`src/rtl/switch_arbiter.sv`:
```
// switch_arbiter: central crossbar scheduler for the 4-port switch.
// Each output has its own round-robin pointer and busy counter. A decision
// made at one clock edge produces a one-cycle grant pulse in the next cycle.
// The granted port's FIFO word is captured two cycles later and presented
// with a one-cycle out_valid pulse.
// Ports:
//   clk, rst_n  - clock (rising edge) and asynchronous active-low reset
//   port_req    - bit i: port i requests an output
//   pkt_dst     - port i one-hot destination mask at [4i+3:4i]
//   fifo_data   - port i FIFO output word at [DATA_W*i +: DATA_W]
//   grant       - one-cycle grant pulse per port (pops that port's FIFO)
//   out_valid   - bit d: out_data word d is new this cycle
//   out_data    - output d word at [DATA_W*d +: DATA_W]
//   out_src     - source port index for output d at [2d+1:2d]
//   dst_err     - bit i: port i requested with a non-one-hot pkt_dst
module switch_arbiter #(
  parameter int DATA_W      = 16,
  parameter int HOLD_CYCLES = 2
) (
  input  logic                clk,
  input  logic                rst_n,
  input  logic [3:0]          port_req,
  input  logic [15:0]         pkt_dst,
  input  logic [4*DATA_W-1:0] fifo_data,
  output logic [3:0]          grant,
  output logic [3:0]          out_valid,
  output logic [4*DATA_W-1:0] out_data,
  output logic [7:0]          out_src,
  output logic [3:0]          dst_err
);

  localparam logic [3:0] HOLD_C = 4'(HOLD_CYCLES);

  // True when exactly one bit of the mask is set.
  function automatic logic is_one_hot(input logic [3:0] v);
    return (v != 4'd0) && ((v & (v - 4'd1)) == 4'd0);
  endfunction

  logic [3:0]          grant_r;
  logic [3:0]          dst_err_r;
  logic [3:0]          out_valid_r;
  logic [4*DATA_W-1:0] out_data_r;
  logic [7:0]          out_src_r;
  logic [1:0]          ptr_r [4];
  logic [3:0]          busy_r [4];
  // Capture pipeline: stage 1 is aligned with the grant cycle, stage 2 with
  // the cycle in which the popped FIFO word is visible on fifo_data.
  logic [3:0]          cap1_valid_r;
  logic [7:0]          cap1_src_r;
  logic [3:0]          cap2_valid_r;
  logic [7:0]          cap2_src_r;

  logic [3:0]          elig_s;
  logic [3:0]          err_s;
  logic [3:0]          cand_s [4];
  logic [3:0]          win_valid_s;
  logic [1:0]          win_idx_s [4];
  logic [3:0]          grant_s;

  // Port eligibility and invalid-destination detection.
  always_comb begin
    elig_s = 4'd0;
    err_s  = 4'd0;
    for (int i = 0; i < 4; i++) begin
      if (is_one_hot(pkt_dst[4*i +: 4])) begin
        // A port already holding its grant pulse must not be picked again.
        elig_s[i] = port_req[i] & ~grant_r[i];
        err_s[i]  = 1'b0;
      end else begin
        elig_s[i] = 1'b0;
        err_s[i]  = port_req[i];
      end
    end
  end

  // Per-output candidate masks; a busy output has no candidates.
  always_comb begin
    for (int d = 0; d < 4; d++) begin
      cand_s[d] = 4'd0;
      for (int i = 0; i < 4; i++) begin
        cand_s[d][i] = elig_s[i] & pkt_dst[4*i + d] & (busy_r[d] == 4'd0);
      end
    end
  end

  // Round-robin scan from each output's pointer; merge winners into grants.
  always_comb begin
    win_valid_s = 4'd0;
    grant_s     = 4'd0;
    for (int d = 0; d < 4; d++) begin
      win_idx_s[d] = 2'd0;
      for (int k = 0; k < 4; k++) begin
        logic [1:0] idx;
        idx = ptr_r[d] + 2'(k);
        if (!win_valid_s[d] && cand_s[d][idx]) begin
          win_valid_s[d] = 1'b1;
          win_idx_s[d]   = idx;
        end else begin
          win_valid_s[d] = win_valid_s[d];
        end
      end
      if (win_valid_s[d]) begin
        grant_s = grant_s | (4'd1 << win_idx_s[d]);
      end else begin
        grant_s = grant_s;
      end
    end
  end

  // Grant/error pulses, pointers, busy counters and the capture pipeline.
  always_ff @(posedge clk or negedge rst_n) begin
    if (!rst_n) begin
      grant_r      <= 4'd0;
      dst_err_r    <= 4'd0;
      out_valid_r  <= 4'd0;
      out_data_r   <= '0;
      out_src_r    <= 8'd0;
      cap1_valid_r <= 4'd0;
      cap1_src_r   <= 8'd0;
      cap2_valid_r <= 4'd0;
      cap2_src_r   <= 8'd0;
      for (int d = 0; d < 4; d++) begin
        ptr_r[d]  <= 2'd0;
        busy_r[d] <= 4'd0;
      end
    end else begin
      grant_r      <= grant_s;
      dst_err_r    <= err_s;
      cap1_valid_r <= win_valid_s;
      cap2_valid_r <= cap1_valid_r;
      cap2_src_r   <= cap1_src_r;
      out_valid_r  <= cap2_valid_r;
      for (int d = 0; d < 4; d++) begin
        if (win_valid_s[d]) begin
          ptr_r[d]            <= win_idx_s[d] + 2'd1;
          busy_r[d]           <= HOLD_C;
          cap1_src_r[2*d +: 2] <= win_idx_s[d];
        end else if (busy_r[d] != 4'd0) begin
          busy_r[d] <= busy_r[d] - 4'd1;
        end
        // fifo_data now shows the word popped at the end of the grant cycle.
        if (cap2_valid_r[d]) begin
          out_data_r[DATA_W*d +: DATA_W] <= fifo_data[DATA_W*cap2_src_r[2*d +: 2] +: DATA_W];
          out_src_r[2*d +: 2]           <= cap2_src_r[2*d +: 2];
        end
      end
    end
  end

  assign grant     = grant_r;
  assign dst_err   = dst_err_r;
  assign out_valid = out_valid_r;
  assign out_data  = out_data_r;
  assign out_src   = out_src_r;

endmodule

```
`config.mk`:
```
export PLATFORM = sky130hd
export DESIGN_NAME = switch_arbiter
export DESIGN_NICKNAME = d
export VERILOG_FILES = /design/src/rtl/switch_arbiter.sv
export SDC_FILE = /design/constraint.sdc
export NUM_CORES = 1
export LEC_CHECK = 0
export CAP_MARGIN = 10
export CORE_ASPECT_RATIO = 0.8
export CORE_MARGIN = 2
export CORE_UTILIZATION = 55
export DETAILED_ROUTE_END_ITERATION = 16
export GPL_TIMING_DRIVEN = 1
export PLACE_DENSITY = 0.86
export SYNTH_ARGS = -nofsm -noshare
export SYNTH_HDL_FRONTEND = slang
export SYNTH_SLANG_ARGS = --single-unit
export TNS_END_PERCENT = 50
```
`constraint.sdc`:
```
create_clock -name clk -period 6.3 [get_ports clk]
set_clock_uncertainty 0.1 [all_clocks]
set_input_delay 0.945 -clock clk [delete_from_list [all_inputs] [get_ports clk]]
set_output_delay 0.945 -clock clk [all_outputs]
set_load 0.03 [all_outputs]
```
==> flow_summary.toml, run 1 <==
[synth]
synth-warning-count = 0
synth_area_sq_um = 7450
synthesis.area_per_instance_sq_um = 13.3
synthArstFlopShare_pct = 100
synth_top_area_share_pct = 44.3
syn_inst = 562
synth.top_cells.by_count = "132 x sky130_fd_sc_hd__dfrtp_1, 75 x sky130_fd_sc_hd__mux2_2, 64 x sky130_fd_sc_hd__mux4_2"
synth.largest_area_cell = "sky130_fd_sc_hd__dfrtp_1"
seq_area_frac_synth_pct = 44.3
synth_ff_type = "sky130_fd_sc_hd__dfrtp_1"
most_instantiated_library_cell_after_synthesis = "sky130_fd_sc_hd__dfrtp_1"
ys_seq_elements = 132
synthesis.nets = 668
synth_edf_count = 0
main_area_contributors_after_synthesis = "sky130_fd_sc_hd__dfrtp_1 44%, sky130_fd_sc_hd__mux4_2 19%, sky130_fd_sc_hd__mux2_2 11%"
post_synth_num_cell_types = 64

[grt]
grt_start_max_net_pins = 82
globalRoute.totalOverflow = 0
gr-usage-all-layers_pct = 31.2
grt_pass1_vias = 6187
wire_length_of_the_first_global_routing_pass_um = 34000
grt_antenna_before_repair = 0

[worst_setup_path]
worstSetupStartpoint = "pkt_dst[2]"
critPathCaptureType = "flip-flop"
worstPathRequired_ps = 6510
arrival_ps = 4280
critPathMaxFanout = 11
critPathLaunchType = "input pin"
crit-reg2reg-launch = "busy_r[12]"
setup_crit_path_kind = "in2reg"

[die]
fp.dieW_um = 134
dieArea_sq_um = 14500
pin_count = 170
start_util_pct = 55.6
floorplan.rows = 38
fp.coreArea_sq_um = 13400
fp.dieH_um = 108

[clock_tree]
number_of_hold_buffers_added_after_cts = 0
clkSinkCount = 132
cts_resized = 0
cts_made_buffers = 17
root_buffer = "sky130_fd_sc_hd__clkbuf_16"
cts_setup_buffers = 0
cts_max_level = 4
clk_pin_slew_worst_paths_ps = 60
clkLatencyLatePin_ps = 430
max-clock-path-buffers = 2
tritoncts = "built"

[placed_design]
io_buffer_count = 169
hpwlAfterDp_um = 14700
globalplace.congestion = 0.897
dp_worst_setup_slack_ps = 1830
numPlacedInstances = 888

[sta]
worst_slew_pin_slew_ps = 1090
setup_ws_ps = 2230
fmax_mhz = 246
final.period_utilization_pct = 64.6
max-slew-margin-rel_pct = 27.1
final_critical_period_ps = 4070
setup-violations-final = 0
setup_total_negative_slack_ps = 0
rsz0062_at_grt = "false"
total_count_of_max_transition_violations_in_the_final_report = 0
hold_viol_final = 0

[route]
detail_route.vias_per_cell = 6.42
routed_wirelength_um = 21700
route.vias.total = 5910
post-route-drc-count = 0
drtAntennaViolNets = 0
drt-wirelength-per-cell_um = 23.6
total_iterations_of_the_first_detailed_routing_run = 5
initialDrtViolationCount = 494

[power_and_ir_drop]
post-layout-total-power_w = 0.00473
power.ir.vdd_worst_mv = 0.286
pwr_density_cell_nw_per_um2 = 477
power.leakage_nw = 4.04

[run]
maxCapViolCount = 0

[layout]
antennaDiodeCount = 0
final_cells = 920
nFillCells = 823
num-nets-final = 833
multi_input_comb_area_sq_um = 3940
drive_above_1_share_pct = 26.5
area_growth_pct = 33.1
finish.utilization_pct = 74.0
register_area_sq_um = 3300

[status]
status = "finished clean"

[worst_hold_path]
worst_hold_startpoint = "cap1_valid_r[2]"
hold_path_class = "reg2reg"
## flip-flops by register name, indices dropped and copies added, names as in the netlist
name and count:
ptr_r 8, cap1_valid_r 4, out_src 8, dst_err 4, cap2_src_r 8, out_data 64
cap1_src_r 8, cap2_valid_r 4, busy_r 16, out_valid 4, grant 4
## cell type report
class,count,share of cell area (%)
repair buffers,174,17.4
well taps,180,2.27
inverters,26,0.984
multi-input cells,376,39.7
flip-flops and latches,132,33.3
clock inverters,13,1.73
clock buffers,19,4.57
## worst max-delay path, stage by stage
cell and delay (ps):
sky130_fd_sc_hd__clkdlybuf4s50_1 520, sky130_fd_sc_hd__nor4b_2 730, sky130_fd_sc_hd__nand2_1 220, sky130_fd_sc_hd__a41oi_1 820, sky130_fd_sc_hd__nor2_1 160, sky130_fd_sc_hd__nor3_1 330, sky130_fd_sc_hd__ha_1 300, sky130_fd_sc_hd__mux2_2 260
## logic make-up (layout without fill, tap and decap cells)
kind of cell | count (synthesis) | after routing | share of synthesized area, %
mux | 140 | 140 | 30.8
flops | 132 | 132 | 44.3
simple gates | 120 | 120 | 8.93
compound gates | 91 | 91 | 9.18
buf+inv | 54 | 232 | 2.82
fa+ha+maj | 20 | 20 | 3.36
xor+xnor | 5 | 5 | 0.588
## report_power, final
group	switching [W]	internal (W)
combinational	0.00106	0.00109
clock	0.000398	0.000648
sequential	0.000358	0.00118
total	0.00181	0.00292
## routing by layer
metal	up-vias	track usage, %	wire [um]
li1	2497	-	-
met2	354	52.2	10600
met3	54	9.00	2120
met1	3005	38.9	8380
met4	0	12.0	580
met5	-	0	0
## placed cells by master, fill, tap and decap left out, types with 3 or more instances in the layout
master and count:
sky130_fd_sc_hd__inv_6 3, sky130_fd_sc_hd__and2_1 3, sky130_fd_sc_hd__inv_1 24, sky130_fd_sc_hd__a22oi_1 9
sky130_fd_sc_hd__bufinv_16 3, sky130_fd_sc_hd__mux4_2 64, sky130_fd_sc_hd__a21o_1 11, sky130_fd_sc_hd__o211ai_1 4
sky130_fd_sc_hd__clkbuf_16 17, sky130_fd_sc_hd__or2_2 4, sky130_fd_sc_hd__a21oi_1 16, sky130_fd_sc_hd__mux2_2 75
sky130_fd_sc_hd__o22ai_1 4, sky130_fd_sc_hd__ha_1 20, sky130_fd_sc_hd__clkdlybuf4s50_1 168, sky130_fd_sc_hd__dfrtp_1 132
sky130_fd_sc_hd__nand3_1 12, sky130_fd_sc_hd__nor3b_1 4, sky130_fd_sc_hd__o21bai_1 3, sky130_fd_sc_hd__o21ai_0 14
sky130_fd_sc_hd__nand2_1 28, sky130_fd_sc_hd__nor3_1 9, sky130_fd_sc_hd__nand2b_1 4, sky130_fd_sc_hd__nor2_1 20
sky130_fd_sc_hd__clkinvlp_4 5, sky130_fd_sc_hd__nor2b_1 10, sky130_fd_sc_hd__or3b_2 3, sky130_fd_sc_hd__a32oi_1 4
sky130_fd_sc_hd__and3_1 3, sky130_fd_sc_hd__xnor2_1 5, sky130_fd_sc_hd__buf_4 6, sky130_fd_sc_hd__nor4b_1 5
## per-stage QoR
step / instance area, sq um / hold slack (ps)
6_report: 9920 / 245
3_5_place_dp: 9290 / 240
2_1_floorplan: 7450 / 231
5_1_grt: 9920 / 263
4_1_cts: 9920 / 251
3_3_place_gp: 9290 / 232
## final timing paths
check                                  end  slack [ps]  depth (start not counted)
setup / recovery                  ptr_r[7]        2230                          8
setup reg to reg                  ptr_r[7]        2790                          9
max in group asynchronous       out_src[0]        4200                          2
hold / removal             cap2_valid_r[2]         250                          0
hold reg to reg            cap2_valid_r[2]         250                          0
min in group asynchronous       out_src[2]         610                          1
Power figures use the tool's default switching activity.
==> run 2, diff against run 1 <==
--- a/config.mk
+++ b/config.mk
@@ -8,10 +8,10 @@
 export CAP_MARGIN = 10
 export CORE_ASPECT_RATIO = 0.8
 export CORE_MARGIN = 2
-export CORE_UTILIZATION = 55
+export CORE_UTILIZATION = 46
 export DETAILED_ROUTE_END_ITERATION = 16
 export GPL_TIMING_DRIVEN = 1
-export PLACE_DENSITY = 0.86
+export PLACE_DENSITY = 0.77
 export SYNTH_ARGS = -nofsm -noshare
 export SYNTH_HDL_FRONTEND = slang
 export SYNTH_SLANG_ARGS = --single-unit
==> constraint.sdc (replaced) <==
create_clock -name clk -period 3.7 [get_ports clk]
set_clock_uncertainty 0.1 [all_clocks]
set_input_delay 0.555 -clock clk [delete_from_list [all_inputs] [get_ports clk]]
set_output_delay 0.555 -clock clk [all_outputs]
set_load 0.03 [all_outputs]
==> flow_summary.toml, run 2 (same netlist as run 1, synthesis figures left out) <==
[grt]
gr-usage-all-layers_pct = 24.1
grt_start_max_net_pins = 82
globalRoute.totalOverflow = 0
grt_pass1_vias = 5911
wire_length_of_the_first_global_routing_pass_um = 32300
grt_antenna_before_repair = 0

[die]
fp.dieH_um = 118
floorplan.rows = 41
start_util_pct = 47.2
fp.coreArea_sq_um = 15800
dieArea_sq_um = 17200
fp.dieW_um = 146
pin_count = 170

[worst_setup_path]
crit_buf_inv = 2
critPathMaxFanout = 7
r2r_setup_slack_ps = 840
timing.critical_path.max_delay_family = "simple AND/OR/NAND/NOR gates"
worstPathRequired_ps = 3890
setup_crit_path_kind = "in2reg"
regToRegEndpoint = "grant[0]"
critPathCaptureType = "flip-flop"
critical-path-slowest-cell = "sky130_fd_sc_hd__or4b_1"
crit_chain = "clkdlybuf4s50_1, or4b_1, nor2_1, o21ai_0, a211oi_1, inv_1, ha_1, a22oi_1, nand2_1"
worstSetupStartpoint = "pkt_dst[8]"
crit-reg2reg-launch = "grant[2]"
arrival_ps = 3260
slowest_delay_ps = 650
worst-r2r-cell-count = 8
critPathLaunchType = "input pin"
critical_path_depth = 9
worstSetupEndpoint = "grant[0]"

[sta]
final_critical_period_ps = 3070
rsz0062_at_grt = "false"
final.period_utilization_pct = 83.0
setup_total_negative_slack_ps = 0
max-slew-margin-rel_pct = 30.4
fmax_mhz = 325
worst_slew_pin_slew_ps = 1040
hold_viol_final = 0
total_count_of_max_transition_violations_in_the_final_report = 0
setup-violations-final = 0

[clock_tree]
clk_pin_slew_worst_paths_ps = 60
clkLatencyLatePin_ps = 410
cts_max_level = 4
clkSinkCount = 132
tritoncts = "built"
max-clock-path-buffers = 2
cts_made_buffers = 17
root_buffer = "sky130_fd_sc_hd__clkbuf_16"
cts_resized = 0
cts_setup_buffers = 0
number_of_hold_buffers_added_after_cts = 0

[layout]
antennaDiodeCount = 0
multi_input_comb_area_sq_um = 3940
area_growth_pct = 33.6
num-nets-final = 845
finish.utilization_pct = 63.0
nFillCells = 1206
mostFrequentLayoutCells = "168 x sky130_fd_sc_hd__clkdlybuf4s50_1, 132 x sky130_fd_sc_hd__dfrtp_1, 75 x sky130_fd_sc_hd__mux2_2, 64 x sky130_fd_sc_hd__mux4_2, 28 x sky130_fd_sc_hd__nand2_1"
drive_above_1_share_pct = 27.4
register_area_sq_um = 3300
largest_register_ff_count = 64
most_common_library_cell_in_the_layout_ignoring_fill_and_taps = "sky130_fd_sc_hd__clkdlybuf4s50_1"

[placed_design]
io_buffer_count = 169
hpwlAfterDp_um = 14300
globalplace.congestion = 0.951

[route]
total_iterations_of_the_first_detailed_routing_run = 4
drtAntennaViolNets = 0
initialDrtViolationCount = 380
route.vias.total = 5676
drt-wirelength-per-cell_um = 20.6
routed_wirelength_um = 19900
post-route-drc-count = 0
detail_route.vias_per_cell = 5.87

[power_and_ir_drop]
power.leakage_nw = 4.07
pwr_density_cell_nw_per_um2 = 772
power.ir.vdd_worst_mv = 0.343

[worst_hold_path]
hold_path_class = "in2async"

[run]
maxCapViolCount = 0

[status]
status = "finished clean"
-- run 2: power by group --
part	internal [W]	total [W]	switching [W]	leakage [nW]
Clock	0.000851	0.00148	0.000634	0.249
Combinational	0.00188	0.00363	0.00175	2.15
Sequential	0.00201	0.00257	0.000562	1.67
Total	0.00475	0.00769	0.00294	4.07
-- run 2: stage by stage --
step / cell area (sq um) / instances / power [W] / worst slack (ps) / hold WS [ps]
after floorplan: 7450 / 562 / 0.00482 / 960 / 159
after global placement: 9440 / 935 / 0.00614 / 355 / 232
after detailed placement: 9440 / 935 / 0.00624 / 259 / 237
after CTS: 9960 / 967 / 0.00776 / 706 / 250
after global routing: 9960 / 967 / 0.00811 / 465 / 251
final: 9960 / 967 / 0.00769 / 628 / 213
-- run 2: how the worst min path moves through the flow --
stage / startpoint / to / slack, ps / depth (start not counted)
6_report: rst_n / out_data[12] / 210 / 1
5_1_grt: cap1_valid_r[0] / cap2_valid_r[0] / 250 / 0
4_1_cts: cap1_valid_r[0] / cap2_valid_r[0] / 250 / 0
3_5_place_dp: cap1_valid_r[0] / cap2_valid_r[0] / 240 / 0
3_3_place_gp: cap1_valid_r[0] / cap2_valid_r[0] / 230 / 0
2_1_floorplan: rst_n / busy_r[0] / 160 / 0
-- run 2: cell type report --
type / instances / area share (%)
Multi-Input combinational cell: 376 / 39.6
Sequential cell: 132 / 33.2
Timing Repair Buffer: 186 / 18.4
Clock buffer: 19 / 4.35
Tap cell: 215 / 2.70
Inverter: 26 / 0.980
Clock inverter: 13 / 0.867
-- run 2: worst register-to-register path: stages (launching register included) --
cell	delay [ps]
sky130_fd_sc_hd__dfrtp_1	440
sky130_fd_sc_hd__or4b_1	610
sky130_fd_sc_hd__nor2_1	250
sky130_fd_sc_hd__o21ai_0	130
sky130_fd_sc_hd__a211oi_1	550
sky130_fd_sc_hd__inv_1	160
sky130_fd_sc_hd__ha_1	230
sky130_fd_sc_hd__a22oi_1	190
sky130_fd_sc_hd__nand2_1	80
-- run 2: metal layers --
metal / GRT usage [%] / wire (um) / up-vias / part of all wire (%)
li1: - / - / 2520 / -
met1: 32.5 / 8450 / 2877 / 42
met2: 39.3 / 9590 / 263 / 48
met3: 5.85 / 1650 / 16 / 8.3
met4: 7.04 / 240 / 0 / 1.2
met5: 0 / 0 / - / 0
